===== src/rtl/my_stream_mux.sv =====
// my_stream_mux: 2:1 packet stream mux with round-robin arbitration,
// whole-packet lock and a one-entry registered, source-tagged output.
//
// Ports:
//   clk, reset                      clock, sync active-high reset
//   a_data/a_last/a_valid, a_ready  channel A input stream
//   b_data/b_last/b_valid, b_ready  channel B input stream
//   out_data/out_last/out_sel       registered output beat (sel 0=A, 1=B)
//   out_valid, out_ready            output handshake
module my_stream_mux #(
  parameter int WIDTH = 16
) (
  input  logic             clk,
  input  logic             reset,
  input  logic [WIDTH-1:0] a_data,
  input  logic             a_last,
  input  logic             a_valid,
  output logic             a_ready,
  input  logic [WIDTH-1:0] b_data,
  input  logic             b_last,
  input  logic             b_valid,
  output logic             b_ready,
  output logic [WIDTH-1:0] out_data,
  output logic             out_last,
  output logic             out_sel,
  output logic             out_valid,
  input  logic             out_ready
);

  typedef enum logic [1:0] {
    S_IDLE   = 2'd0,
    S_LOCK_A = 2'd1,
    S_LOCK_B = 2'd2
  } state_t;

  state_t           r_state;
  state_t           w_state_nxt;
  logic             r_prefer_b;
  logic             w_prefer_b_nxt;
  logic [WIDTH-1:0] r_data;
  logic             r_last;
  logic             r_sel;
  logic             r_valid;
  logic             w_can_load;
  logic             w_a_ready;
  logic             w_b_ready;
  logic             w_acc_a;
  logic             w_acc_b;

  assign w_can_load = !r_valid || out_ready;

  always_comb begin
    w_a_ready      = 1'b0;
    w_b_ready      = 1'b0;
    w_state_nxt    = r_state;
    w_prefer_b_nxt = r_prefer_b;

    // readys are forced low while reset is held
    if (!reset) begin
      unique case (r_state)
        S_IDLE: begin
          w_a_ready = w_can_load && a_valid
                      && (!b_valid || !r_prefer_b);
          w_b_ready = w_can_load && b_valid
                      && (!a_valid || r_prefer_b);
        end
        S_LOCK_A: w_a_ready = w_can_load;
        S_LOCK_B: w_b_ready = w_can_load;
        default: ;
      endcase
    end

    w_acc_a = a_valid && w_a_ready;
    w_acc_b = b_valid && w_b_ready;

    unique case (r_state)
      S_IDLE: begin
        if (w_acc_a && !a_last)
          w_state_nxt = S_LOCK_A;
        else if (w_acc_b && !b_last)
          w_state_nxt = S_LOCK_B;
      end
      S_LOCK_A: begin
        if (w_acc_a && a_last)
          w_state_nxt = S_IDLE;
      end
      S_LOCK_B: begin
        if (w_acc_b && b_last)
          w_state_nxt = S_IDLE;
      end
      default: w_state_nxt = S_IDLE;
    endcase

    // completing a packet hands priority to the other side
    if (w_acc_a && a_last)
      w_prefer_b_nxt = 1'b1;
    if (w_acc_b && b_last)
      w_prefer_b_nxt = 1'b0;
  end

  always_ff @(posedge clk) begin
    if (reset) begin
      r_state    <= S_IDLE;
      r_prefer_b <= 1'b0;
      r_valid    <= 1'b0;
      r_data     <= '0;
      r_last     <= 1'b0;
      r_sel      <= 1'b0;
    end else begin
      r_state    <= w_state_nxt;
      r_prefer_b <= w_prefer_b_nxt;
      if (w_acc_a) begin
        r_data  <= a_data;
        r_last  <= a_last;
        r_sel   <= 1'b0;
        r_valid <= 1'b1;
      end else if (w_acc_b) begin
        r_data  <= b_data;
        r_last  <= b_last;
        r_sel   <= 1'b1;
        r_valid <= 1'b1;
      end else if (out_ready) begin
        r_valid <= 1'b0;
      end
    end
  end

  assign a_ready   = w_a_ready;
  assign b_ready   = w_b_ready;
  assign out_data  = r_data;
  assign out_last  = r_last;
  assign out_sel   = r_sel;
  assign out_valid = r_valid;

endmodule


===== config.mk =====
export PLATFORM = sky130hd
export DESIGN_NAME = my_stream_mux
export DESIGN_NICKNAME = d
export VERILOG_FILES = /design/src/rtl/my_stream_mux.sv
export SDC_FILE = /design/constraint.sdc
export NUM_CORES = 1
export LEC_CHECK = 0
export BUFFER_PORTS_ARGS = -buffer_cell sky130_fd_sc_hd__buf_4
export CORE_ASPECT_RATIO = 0.6
export CORE_MARGIN = 2
export CORE_UTILIZATION = 43
export CTS_CLUSTER_DIAMETER = 80
export DETAILED_ROUTE_END_ITERATION = 10
export GPL_TIMING_DRIVEN = 0
export HOLD_SLACK_MARGIN = 0.03
export MAX_ROUTING_LAYER = met4
export PLACE_DENSITY = 0.78
export SYNTH_ARGS = -nofsm -noshare
export SYNTH_HDL_FRONTEND = slang
export SYNTH_SLANG_ARGS = --single-unit
export TNS_END_PERCENT = 30

===== constraint.sdc =====
create_clock -name clk -period 2.16 [get_ports clk]
set_input_delay 0.432 -clock clk [delete_from_list [all_inputs] [get_ports clk]]
set_output_delay 0.432 -clock clk [all_outputs]
set_load 0.005 [all_outputs]

==> out/summary.txt <==
nets: 235
CTS H-tree lvls: 1
Max Fanout on Critical Path: 10
diodes inserted: 0
clock skew: 0.00449 ns
die area: 2970 µm²
Initial Utilization: 0.444
M3 GR Usage: 0.0690
DP Wirelength: 2.48 mm
CTS tree: done
Worst setup SP type: register
WP buf/inv: 1
fin crit share: 0.821
global-route wire length before repair: 5.33 mm
CTS root buf: clkbuf_8
CP Class: register to register
number of synthesized flops with an enable pin: 0
RSZ-0062 raised after global routing: false
Clock Sinks: 22
min Tclk post-route: 1.77 ns
post-route ant nets: 0
Synth Net Count: 172
Layout area overhead: 47.4%
Worst Path Required: 2.31 ns
num ports: 60
DR vias/cell: 5.33
Fin. Hold Viols: 0
Hold Crit Class: input port to register
clock slew at reported path FFs: 0.07 ns
Die H: 43.0 µm
leakage: 0.710 nW
WP data arrival: 1.92 ns
worst hold slack: 0.402 ns
Worst setup EP type: register
Remaining Overflow, GRT: 0
CTS max path bufs: 2
Cell Chain, Critical Path: nor2b_2, a2111oi_4, buf_6, nor2_1, a2111oi_2
most used routing layer: met2
mapped cell area: 1090 µm²
Unique masters post-synth: 29
final wirelength: 3.23 mm
Slew @ Worst Pin: 0.490 ns
DR iter-0 viols: 38
syn_area_per_cell: 8.19 µm²
maximum clock frequency: 564 MHz
RePlAce Congestion: 0.893
Vias: 1205
register area share after synthesis: 0.404
routed len/inst: 14.3 µm
met2 usage: 0.400
Max Cap Violations: 0
vias in the first global route: 1155
# resized after CTS: 0
R2R depth: 5
share of cells above drive strength 1: 0.381
Synth Register Bits: 22
r2r setup slk: 0.39 ns
pin count of the biggest net entering global routing: 12
setup TNS: 0 ns
Rows: 14
CTS buffer count: 3
Critical Path Source: r_state[0]$_SDFFE_PP0P_
input/output buffers: 58
FF-to-FF End: r_state[0]$_SDFFE_PP0P_
Clock Latency Late Sink: 0.26 ns
core box area: 2450 µm²
Slew headroom: 0.673
slowest cell on the critical path: dfxtp_1
Worst VDD drop: 0.000465 V
WP depth: 5
CP Capture Point: r_state[0]$_SDFFE_PP0P_
met1 usage: 0.323
Async SR Flop Fraction: 0
Final Max Slew Viols: 0
Post-CTS Setup Inserts: 0
DRC errors left: 0
outcome: complete, no violations
final setup violation count: 0
ys flop type: dfxtp_1
worst reg2reg startpoint: r_state[0]$_SDFFE_PP0P_
initial antenna violation count: 0
Die Width: 69.0 µm
GRT Util Overall: 0.250
cell family contributing the most delay on the critical path: compound AO/OA/AOI/OAI gates
Pwr per Cell Area: 611 nW/µm²
# hold bufs at CTS: 0
CP max stage delay: 0.47 ns
DRT Pass-1 Iters: 4
post-synthesis instance total: 133
Yosys warnings: 0
[state kept, by name, indices dropped and copies added, names as in the netlist]
name        flops
r_state         2
r_prefer_b      1
out_data       16
out_last        1
out_sel         1
out_valid       1
[power breakdown]
group	internal (W)	switching, W	total (W)
clock network	0.000124	0.000126	0.000251
logic	0.000143	0.000125	0.000267
registers	0.000441	0.0000222	0.000464
total	0.000709	0.000273	0.000982
[through the flow]
stage          setup WS (ns)  total power, W  utilization  cell area (µm²)  cells
2_1_floorplan          0.563        0.000599            -             1090    133
3_3_place_gp           0.334        0.000728        0.638             1570    223
3_5_place_dp           0.226        0.000739        0.638             1570    223
4_1_cts                0.394        0.000988        0.655             1610    226
5_1_grt                0.276         0.00104        0.655             1610    226
6_report               0.387        0.000982        0.655             1610    226
[cell type report]
cell class | count | area (µm²)
Inverter | 2 | 7.51
Timing Repair Buffer | 58 | 435
Sequential cell | 22 | 440
Tap cell | 32 | 40.0
Multi-Input combinational cell | 99 | 581
Clock buffer | 3 | 41.3
Buffer | 10 | 61.3
Fill cell | 211 | 846
[metal layers]
layer / share of wire / vias up / routed length [µm]
li1: - / 604 / -
met1: 0.47 / 550 / 1500
met2: 0.43 / 47 / 1400
met3: 0.096 / 4 / 311
met4: 0.0043 / 0 / 14
met5: 0 / - / 0
[cell usage after synthesis, types with 2 or more instances]
cell type	n	area, µm²
a311oi_1	16	140
nor2_1	19	71.3
nand2_1	35	131
a21oi_1	3	15.0
clkbuf_1	3	11.3
dfxtp_1	22	440
nor3_1	4	20.0
inv_1	2	7.51
nor3b_1	2	15.0
buf_2	4	20.0
nand2b_1	4	25.0
buf_6	2	22.5
[placed cells by master (no fill, tap or decap)]
master and n:
a41oi_1 1, clkbuf_8 3, buf_6 2, buf_4 59, inv_1 2, nand2b_4 1, nand3_1 1, a32oi_1 1
nor2_1 19, a2111oi_4 1, a311oi_1 16, clkbuf_1 3, dfxtp_1 22, nor2b_2 1, a2111oi_0 1, buf_2 4
a31oi_1 1, a21boi_1 1, nor2b_1 1, o21ai_1 1, nand2_1 35, o311ai_1 1, a2111oi_2 1, nand2b_1 4
a21oi_1 3, nor3b_1 2, nor3_1 4, o21bai_1 1, a2111o_2 1, a211oi_2 1
[worst min-delay path by stage]
stage	startpoint	end	slack [ns]	depth (start not counted)
2_1_floorplan	out_sel$_SDFFE_PP0P_	out_sel$_SDFFE_PP0P_	0.47	2
3_3_place_gp	out_sel$_SDFFE_PP0P_	out_sel$_SDFFE_PP0P_	0.48	2
3_5_place_dp	out_sel$_SDFFE_PP0P_	out_sel$_SDFFE_PP0P_	0.48	2
4_1_cts	a_last	r_state[0]$_SDFFE_PP0P_	0.40	2
5_1_grt	a_last	r_state[0]$_SDFFE_PP0P_	0.39	2
6_report	a_last	r_state[0]$_SDFFE_PP0P_	0.40	2
[cells by family (layout without fill, tap and decap cells)]
| group | count (synthesis) | after routing | share of synthesized area |
|---|---|---|---|
| flops | 22 | 22 | 0.404 |
| compound gates | 31 | 31 | 0.261 |
| simple gates | 68 | 68 | 0.272 |
| buf+inv | 12 | 73 | 0.0631 |
Power figures use the tool's default switching activity.
